[src/rtl/time_set_pkg.sv]
// time_set_pkg: shared state encoding, field select codes and default field limits
package time_set_pkg;
   localparam logic [2:0] FS_NONE = 3'd0;
   localparam logic [2:0] FS_MON  = 3'd1;
   localparam logic [2:0] FS_DAY  = 3'd2;
   localparam logic [2:0] FS_HR   = 3'd3;
   localparam logic [2:0] FS_MIN  = 3'd4;
   localparam logic [2:0] FS_SEC  = 3'd5;
   // Edit states share their field_sel code so the selector is the state itself
   typedef enum logic [2:0] {
      RUN   = FS_NONE,
      E_MON = FS_MON,
      E_DAY = FS_DAY,
      E_HR  = FS_HR,
      E_MIN = FS_MIN,
      E_SEC = FS_SEC,
      LOAD  = 3'd6
   } state_e;
   localparam int SEC_MAX_D = 59;
   localparam int MIN_MAX_D = 59;
   localparam int HR_MAX_D  = 23;
   localparam int DAY_MAX_D = 29;
   localparam int MON_MAX_D = 11;
endpackage

[src/rtl/time_set_ctrl_field_stepper.sv]
// field_stepper: one-step wrapping increment/decrement of a calendar field
module field_stepper #(
   parameter int W   = 6,
   parameter int MAX = 59
) (
   input  logic [W-1:0] value,
   input  logic         inc,
   input  logic         dec,
   output logic [W-1:0] next_value
);
   localparam logic [W-1:0] TOP = W'(MAX);
   // Values captured above TOP wrap to 0 on inc and simply step down on dec
   assign next_value = (inc && !dec) ? ((value >= TOP) ? '0 : value + 1'b1)
                     : (dec && !inc) ? ((value == '0) ? TOP : value - 1'b1)
                     : value;
endmodule

[src/rtl/time_set_ctrl.sv]
// time_set_ctrl: calendar set-mode controller with shadow edit and load handshake; TIME_SET_TIMEOUT_EN adds idle abort
module time_set_ctrl
  import time_set_pkg::*;
#(
  parameter int SEC_MAX = SEC_MAX_D,
  parameter int MIN_MAX = MIN_MAX_D,
  parameter int HR_MAX  = HR_MAX_D,
  parameter int DAY_MAX = DAY_MAX_D,
  parameter int MON_MAX = MON_MAX_D,
  parameter int TIMEOUT_TICKS = 30
) (
  input  logic       clk,
  input  logic       reset_n,
  input  logic       tick_in,
  input  logic       btn_mode,
  input  logic       btn_inc,
  input  logic       btn_dec,
  input  logic [5:0] cur_sec,
  input  logic [5:0] cur_min,
  input  logic [4:0] cur_hr,
  input  logic [4:0] cur_day,
  input  logic [3:0] cur_mon,
  output logic       tick_out,
  output logic       load_valid,
  input  logic       load_ready,
  output logic [5:0] load_sec,
  output logic [5:0] load_min,
  output logic [4:0] load_hr,
  output logic [4:0] load_day,
  output logic [3:0] load_mon,
  output logic       set_active,
  output logic [2:0] field_sel,
  output logic       blink
);
  state_e     state, state_nx;
  logic [5:0] sh_sec, sh_min, nx_sec, nx_min;
  logic [4:0] sh_hr, sh_day, nx_hr, nx_day;
  logic [3:0] sh_mon, nx_mon;
  logic       edit, edit_nx, timeout;
  assign edit       = (state != RUN) && (state != LOAD);
  assign edit_nx    = (state_nx != RUN) && (state_nx != LOAD);
  assign tick_out   = (state == RUN) && tick_in;
  assign load_valid = (state == LOAD);
  assign set_active = (state != RUN);
  assign field_sel  = edit ? state : FS_NONE;
  assign {load_mon, load_day, load_hr, load_min, load_sec} = {sh_mon, sh_day, sh_hr, sh_min, sh_sec};
  field_stepper #(.W(4), .MAX(MON_MAX)) u_mon (.value(sh_mon), .inc(btn_inc && state == E_MON),
    .dec(btn_dec && state == E_MON), .next_value(nx_mon));
  field_stepper #(.W(5), .MAX(DAY_MAX)) u_day (.value(sh_day), .inc(btn_inc && state == E_DAY),
    .dec(btn_dec && state == E_DAY), .next_value(nx_day));
  field_stepper #(.W(5), .MAX(HR_MAX)) u_hr (.value(sh_hr), .inc(btn_inc && state == E_HR),
    .dec(btn_dec && state == E_HR), .next_value(nx_hr));
  field_stepper #(.W(6), .MAX(MIN_MAX)) u_min (.value(sh_min), .inc(btn_inc && state == E_MIN),
    .dec(btn_dec && state == E_MIN), .next_value(nx_min));
  field_stepper #(.W(6), .MAX(SEC_MAX)) u_sec (.value(sh_sec), .inc(btn_inc && state == E_SEC),
    .dec(btn_dec && state == E_SEC), .next_value(nx_sec));
`ifdef TIME_SET_TIMEOUT_EN
  localparam int TW = $clog2(TIMEOUT_TICKS + 1);
  logic [TW-1:0] idle;
  logic          any_btn;
  assign any_btn = btn_mode || btn_inc || btn_dec;
  assign timeout = edit && tick_in && !any_btn && (idle == TW'(TIMEOUT_TICKS - 1));
  always_ff @(posedge clk or negedge reset_n)
    if (!reset_n) idle <= '0;
    else idle <= (!edit || any_btn || timeout) ? '0 : idle + TW'(tick_in);
`else
  assign timeout = 1'b0;
`endif
  always_comb
    state_nx = (state == RUN)  ? (btn_mode ? E_MON : RUN)
             : (state == LOAD) ? (load_ready ? RUN : LOAD)
             : timeout         ? RUN
             : btn_mode        ? ((state == E_SEC) ? LOAD : state_e'(state + 3'd1))
             : state;
  always_ff @(posedge clk or negedge reset_n)
    if (!reset_n) begin
      state <= RUN;
      blink <= 1'b0;
      {sh_mon, sh_day, sh_hr, sh_min, sh_sec} <= '0;
    end else begin
      state <= state_nx;
      blink <= edit && edit_nx && (blink ^ tick_in);
      if (state == RUN && btn_mode)
        {sh_mon, sh_day, sh_hr, sh_min, sh_sec} <= {cur_mon, cur_day, cur_hr, cur_min, cur_sec};
      else if (timeout)
        {sh_mon, sh_day, sh_hr, sh_min, sh_sec} <= '0;
      else if (edit)
        {sh_mon, sh_day, sh_hr, sh_min, sh_sec} <= {nx_mon, nx_day, nx_hr, nx_min, nx_sec};
    end
endmodule

[config.mk]
export PLATFORM = sky130hd
export DESIGN_NAME = time_set_ctrl
export DESIGN_NICKNAME = d
export VERILOG_FILES = /design/src/rtl/time_set_pkg.sv /design/src/rtl/time_set_ctrl_field_stepper.sv /design/src/rtl/time_set_ctrl.sv
export SDC_FILE = /design/constraint.sdc
export NUM_CORES = 1
export LEC_CHECK = 0
export BUFFER_PORTS_ARGS = -buffer_cell sky130_fd_sc_hd__buf_2
export CAP_MARGIN = 5
export CELL_PAD_IN_SITES_DETAIL_PLACEMENT = 1
export CELL_PAD_IN_SITES_GLOBAL_PLACEMENT = 2
export CORE_MARGIN = 5
export CORE_UTILIZATION = 31
export CTS_CLUSTER_DIAMETER = 30
export DETAILED_ROUTE_END_ITERATION = 7
export PLACE_DENSITY = 0.91
export SLEW_MARGIN = 40
export SYNTH_ARGS = -nofsm -noshare
export SYNTH_HDL_FRONTEND = slang
export SYNTH_SLANG_ARGS = --single-unit
[constraint.sdc]
create_clock -name clk -period 2.4 [get_ports clk]
set_clock_uncertainty 0.15 [all_clocks]
set_input_delay 0 -clock clk [delete_from_list [all_inputs] [get_ports clk]]
set_output_delay 0 -clock clk [all_outputs]
set_load 0.01 [all_outputs]
# ---- Word-level counts from Yosys, hierarchy flattened
# Index checks and enable logic that the tools add are counted.
dict set report word_totals {
  latchBits 0
  mem_count 0
  out_inout_bits 33
  in_bits 33
  mem_bits_ro 0
  mem_bits_rw 0
  register_bits 30
}
dict set report op_classes {
  n_mul 0
  magnitude_cmp 5
  eq_ne 8
  muxes 37
  addsub 11
  n_reduce_logical 55
  bitwise_logic 1
  shifts 0
  div_mod_pow 0
}
# operator n
set ops {}
lappend ops {{2-to-1 mux 6 bit} 12}
lappend ops {{2-to-1 mux 5 bit} 12}
lappend ops {{logical AND 1 bit} 26}
lappend ops {{2-to-1 mux 4 bit} 6}
lappend ops {{nonzero test 3 bit} 7}
lappend ops {{2-to-1 mux 3 bit} 6}
lappend ops {{adder 6 x 1 -> 6 bit (second input constant)} 2}
lappend ops {{>= comparator 6 bit (second input constant)} 2}
lappend ops {{logical NOT 6 bit} 2}
lappend ops {{subtractor 6 x 1 -> 6 bit (second input constant)} 2}
lappend ops {{adder 5 x 1 -> 5 bit (second input constant)} 2}
lappend ops {{>= comparator 5 bit (second input constant)} 2}
lappend ops {{logical NOT 1 bit} 10}
lappend ops {{logical NOT 5 bit} 2}
lappend ops {{AND reduction 2 bit} 5}
lappend ops {{subtractor 5 x 1 -> 5 bit (second input constant)} 2}
lappend ops {{== test 3 bit (second input constant)} 3}
lappend ops {{== test 3 x 2 -> 1 bit (second input constant)} 2}
lappend ops {{!= test 3 bit (second input constant)} 2}
lappend ops {{adder 4 x 1 -> 4 bit (second input constant)} 1}
lappend ops {{>= comparator 4 bit (second input constant)} 1}
lappend ops {{logical NOT 4 bit} 1}
lappend ops {{subtractor 4 x 1 -> 4 bit (second input constant)} 1}
lappend ops {{adder 3 x 1 -> 3 bit (second input constant)} 1}
lappend ops {{other kinds (5)} 5}

# ---- Longest topological paths before layout
dict set report depth {
  depth_word 9
  ltp_mapped 9
}

# ---- By module
# From an unflattened synthesis, not the netlist that was laid out.
dict set report hier_totals {
  cells_unflattened 408
  hier_area_um2 3216.8
}
# mod n_inst area_per_inst_um2 cells_per_inst
set modules_own_cells {}
lappend modules_own_cells {time_set_ctrl 1 1600.3 161}
lappend modules_own_cells {{field_stepper at u_min ...} 2 416.6 66}
lappend modules_own_cells {{field_stepper at u_hr} 1 265.3 39}
lappend modules_own_cells {{field_stepper at u_day} 1 262.8 38}
lappend modules_own_cells {{field_stepper at u_mon} 1 255.2 38}

# ---- Worst setup path after synthesis
# Ideal clock, no wire load.
dict set report synth_path {
  path_kind {flip-flop to flip-flop}
  startpoint {reg sh_day[0], in the netlist load_day[0]}
  endpoint {reg sh_day[0], in the netlist load_day[0]}
  stages_incl_launch_ff 8
  required_time_ns 2.176
  period_less_slack_ns 2.062
  setup_slack_ns 0.338
  n_path_buf 0
  t_arrival_ns 1.838
  cell_sequence {dfrtp_1 -> inv_1 -> ha_1 -> or3b_4 -> or3_1 -> a221oi_2 -> a21oi_1 -> o21ai_2}
}
dict set report synth_between {
  elab_chain_len 6
}
# element line
set synth_lines {}
lappend synth_lines {{start, declared} time_set_ctrl.sv:37} ;# logic [4:0] sh_hr, sh_day, nx_hr, nx_day;
lappend synth_lines {{start signal, assigned} time_set_ctrl.sv:84} ;# {sh_mon, sh_day, sh_hr, sh_min, sh_sec} <= {cur_mon, cur_day, cur_hr, cur_min, cur_sec};
lappend synth_lines {{start signal, assigned} time_set_ctrl.sv:88} ;# {sh_mon, sh_day, sh_hr, sh_min, sh_sec} <= {nx_mon, nx_day, nx_hr, nx_min, nx_sec};
lappend synth_lines {{subtractor 5 x 1 -> 5 bit / logical NOT 5 bit (equally long branches)} time_set_ctrl_field_stepper.sv:14} ;# : (dec && !inc) ? ((value == '0) ? TOP : value - 1'b1)
lappend synth_lines {{2-to-1 mux 5 bit (2 in series)} time_set_ctrl_field_stepper.sv:14}
lappend synth_lines {{2-to-1 mux 5 bit (*)} time_set_ctrl_field_stepper.sv:13} ;# assign next_value = (inc && !dec) ? ((value >= TOP) ? '0 : value + 1'b1)
lappend synth_lines {{2-to-1 mux 5 bit (*)} time_set_ctrl.sv:87} ;# else if (edit)
lappend synth_lines {{2-to-1 mux 5 bit (*)} time_set_ctrl.sv:83} ;# if (state == RUN && btn_mode)
# Every way passes the cells marked *; elsewhere a longest branch is shown, timed or not. The select of a mux whose other input is x is not followed.
# A chain may end at the register's enable or synchronous reset.

# ---- Final worst setup path
dict set report layout_path {
  startpoint {reg state[0]}
  endpoint {reg sh_min[0], in the netlist load_min[0]}
}
dict set report layout_between {
  elab_chain_len 7
}
# element line
set layout_lines {}
lappend layout_lines {{start, declared} time_set_ctrl.sv:35} ;# state_e state, state_nx;
lappend layout_lines {{start signal, assigned} time_set_ctrl.sv:81} ;# state <= state_nx;
lappend layout_lines {{== test 3 bit} {time_set_ctrl.sv:53, time_set_ctrl.sv:54}}
lappend layout_lines {{logical AND 1 bit} time_set_ctrl.sv:54} ;# .dec(btn_dec && state == E_MIN), .next_value(nx_min));
lappend layout_lines {{logical NOT 1 bit} time_set_ctrl_field_stepper.sv:13}
lappend layout_lines {{logical AND 1 bit} time_set_ctrl_field_stepper.sv:13}
lappend layout_lines {{2-to-1 mux 6 bit} time_set_ctrl_field_stepper.sv:13}
lappend layout_lines {{2-to-1 mux 6 bit} time_set_ctrl.sv:87}
lappend layout_lines {{2-to-1 mux 6 bit} time_set_ctrl.sv:83}
lappend layout_lines {{end signal, assigned} time_set_ctrl.sv:84}
lappend layout_lines {{end signal, assigned} time_set_ctrl.sv:88}
lappend layout_lines {{end, declared} time_set_ctrl.sv:36} ;# logic [5:0] sh_sec, sh_min, nx_sec, nx_min;
# Several ways; a longest one is shown, not always the timed one. The select of a mux whose other input is x is not followed.

==> results.md <==
- Syn Area/Cell: 7.685 sq um
- Via count: 3261
- Leakage: 1.598 nW
- WP data required: between 2 and 2.5 ns
- Worst Max-Slew Pin Slew: roughly 0.58 ns
- Synth Flop Type: dfrtp_1
- Final Setup Violations: 0
- Worst Path Buf+Inv: 1
- DR WL/cell: between 15 and 20 um
- Net Sw Frac: between 50% and 60%
- Power Internal: 0.002082 W
- RSZ-0062 raised after global routing: true
- Most common cell after layout, fill and taps aside: buf_2
- Yosys cell types: 64
- Final worst-path cycle share: 93.27%
- Outcome: finished, final reports clean
- Gr usage total: 16.95%
- First-pass GRT wire length: 15.78 mm
- CTS Buf Count: 5
- Setup crit end kind: register
- Hold WC Path Type: primary input to async pin
- Vias in the first global route: 3232
- Routed wl met3: 399 um
- Setup CP Type: register to register
- Setup bufs post-CTS: 0
- Htree depth: 2
- Worst EP arrival: between 2 and 2.5 ns
- Pwr/cell area: 1145 mW/mm^2
- Fill cells: between 1000 and 1500
- Fmax: 446.8 MHz
- Compound-Gate Fraction of Synth Area: 30.21%
- Max VDD drop: between 0.3 and 0.4 mV
- DP HPWL: 6.937 mm
- Max Used Layer: met4
- Antenna Cells: 0
- EDFF count, synth: 0
- P_sw: 0.002126 W
- Post-Syn Nets: between 400 and 500
- Most common cell on crit path: nor2_1
- Worst slew margin: 61.18%
- Design Power: approximately 0.0042 W
- Seq pwr share: 30.1%
- DRT antenna net count: 0
- CTS tree: yes
- Post-synthesis adder-cell area fraction: 8.206%
- Final Hold Violating Endpoints: 0
- Clock Root Buffer: clkbuf_8
- DRC violations left: 0
- I/O pin total: between 60 and 70
- Core area: 0.009109 sq mm
- Clock Path Buffers: 2
- Crit path max-delay family: simple AND/OR/NAND/NOR gates
- Largest family of logic cells by synthesized area: compound AO/OA/AOI/OAI gates
- Sequential share of the synthesized area: 26.19%
- CP Max Fanout: 11
- Setup crit start kind: register
- Mapped Area: 0.002866 sq mm
- CP cell instances: inv_1 > ha_1 > nand4b_1 > nor2_1 > nor2_1 > a221oi_1 > a21oi_1
- Fin worst setup slack: 0.1616 ns
- Initial antenna violation count: 0
- Overall die height: ~110 um
- Most frequent cells in the layout: 64 x buf_2, 39 x o21ai_0, 36 x nor2_1
- TritonRoute pass-1 iters: 4
- Synth Area in Simple Gates: approximately 27%
- Reg clk slew, reported paths: 0.07 ns
- Largest net degree at the start of global routing: 31
- Num Clock Sinks: 30
- Yosys Warn Count: 0
- Met1 wire length: 4.514 mm
- Post-synthesis mux area share: 0.6984%
- Met2 WL: between 4 and 5 mm
- Site Rows: 35
- Final RePlAce weighted congestion: about 0.87
- Chip Width: 106.2 um
- Final Slew Violations: 0
- Async SR Flop Fraction: 100.0%
- Final instance area: 0.003675 sq mm
- Largest stage delay, worst path: 0.43 ns
- Area after DPL: 0.003273 sq mm
- Placement Setup Slack: about 0.16 ns
- PortBufs: 65
- Die area: 0.01127 sq mm
- Area delta synth->final: 28.20%
- Layout net count: 507
- DRT iter0 DRCs: between 80 and 90
- Combinational power share: 59.4%
- CP max-delay cell: dfrtp_1
- Post-layout min period: 2.238 ns
- DR vias/cell: about 5.7
- Grt ovf: 0
- Register bit total from synthesis: 30
- Mapped Cells: 373
- Max Cap Viol: 0
- Total Routed Length: 9.790 mm
- Share of cells above drive strength 1: 20.35%
- Initial Util: 31.47%
- Clk Latency, worst-skew pair: 0.29 ns
- Share of total power in the clock network: 10.5%
- XOR/XNOR share of the synthesized area: 1.179%
[final cells by class]
class | instances | area, sq um | area share [%]
Multi-Input combinational cell | 299 | 1934 | 52.64
Sequential cell | 30 | 750.7 | 20.43
Clock inverter | 1 | 5.005 | 0.1362
Timing Repair Buffer | 105 | 703.2 | 19.14
Tap cell | 111 | 138.9 | 3.779
Inverter | 15 | 56.30 | 1.532
Clock buffer | 7 | 86.33 | 2.349
[path summary, 6_finish.rpt]
check	startpoint	endpoint	slack (ns)	cells after the start
min in group clk	btn_dec	load_min[2]$_DFFE_PN0P_	0.15	4
max	state[0]$_DFF_PN0_	load_min[0]$_DFFE_PN0P_	0.16	7
min	reset_n	load_min[3]$_DFFE_PN0P_	0.04	2
max in group asynchronous	reset_n	load_sec[3]$_DFFE_PN0P_	1.74	2
min reg2reg	blink$_DFF_PN0_	blink$_DFF_PN0_	0.45	2
max reg2reg	state[0]$_DFF_PN0_	load_min[0]$_DFFE_PN0P_	0.16	7
[repair_timing]
item,4_1_cts,5_1_grt
endpoints found under the setup margin,0,2
hold buffers,30,0
gates resized for setup,0,2
endpoints found under the hold margin,60,0
[sequential cells by signal, summed over array words and instances, names as in the netlist]
name      count
load_min      6
load_sec      6
blink         1
load_hr       5
load_day      5
state         3
load_mon      4
[worst reg2reg max path, stage by stage (launching register included)]
cell      delay, ns
dfrtp_1        0.43
inv_1          0.13
ha_1           0.39
nand4b_1       0.40
nor2_1         0.20
nor2_1         0.05
a221oi_1       0.30
a21oi_1        0.08
[cells in the mapped netlist (3+ instances only)]
cell	n	area (sq um)
a211oi_1	5	37.54
a21oi_1	29	145.1
a22oi_1	4	30.03
a311oi_1	9	78.83
a31oi_1	8	50.05
and2_1	4	25.02
and3_1	8	50.05
and4b_1	3	30.03
buf_2	10	50.05
clkbuf_1	17	63.81
dfrtp_1	30	750.7
ha_1	18	225.2
inv_1	15	56.30
nand2_1	23	86.33
nand2b_1	5	31.28
nand3_1	16	80.08
nand3b_1	5	37.54
nand4b_1	6	52.55
nor2_1	36	135.1
nor2b_1	4	25.02
nor3_1	10	50.05
o211ai_1	5	37.54
o21a_1	3	22.52
o21ai_0	39	195.2
o21ai_1	3	15.01
o21bai_1	3	22.52
o22ai_1	3	18.77
o31ai_1	8	60.06
or3_1	4	25.02
[power groups by stage]
stage	sequential, W	combinational (W)	clock [W]
2_1_floorplan	0.00110	0.00180	0
3_3_place_gp	0.00124	0.00238	0
3_5_place_dp	0.00127	0.00246	0
4_1_cts	0.00126	0.00252	0.000451
5_1_grt	0.00133	0.00280	0.000477
6_report	0.00127	0.00250	0.000442
[kinds of logic (layout without fill, tap and decap cells)]
| logic type | Yosys count | count (layout) |
|---|---|---|
| xor gates and xnor gates | 3 | 3 |
| DFF | 30 | 30 |
| buffers and inverters | 44 | 128 |
| adders and majority gates | 19 | 19 |
| and+or+nand+nor | 140 | 140 |
| AOI/OAI and AO/OA | 135 | 135 |
| muxes | 2 | 2 |
[per-layer routing]
metal / global-route usage (%) / up-vias
li1: - / 1558
met1: 21.71 / 1624
met2: 29.68 / 68
met3: 3.339 / 11
met4: 3.145 / 0
met5: 0 / -
[per-stage QoR]
step	util (%)	hold WS [ns]	setup TNS [ns]	instances
5_1_grt	40.34	0.1005	-0.02244	568
3_5_place_dp	35.93	-0.02632	0	530
6_report	40.34	0.04011	0	568
2_1_floorplan	-	-0.4456	0	373
3_3_place_gp	35.93	-0.03598	0	530
4_1_cts	40.23	0.1539	0	568
No activity file was read; power rests on OpenSTA's default activity.
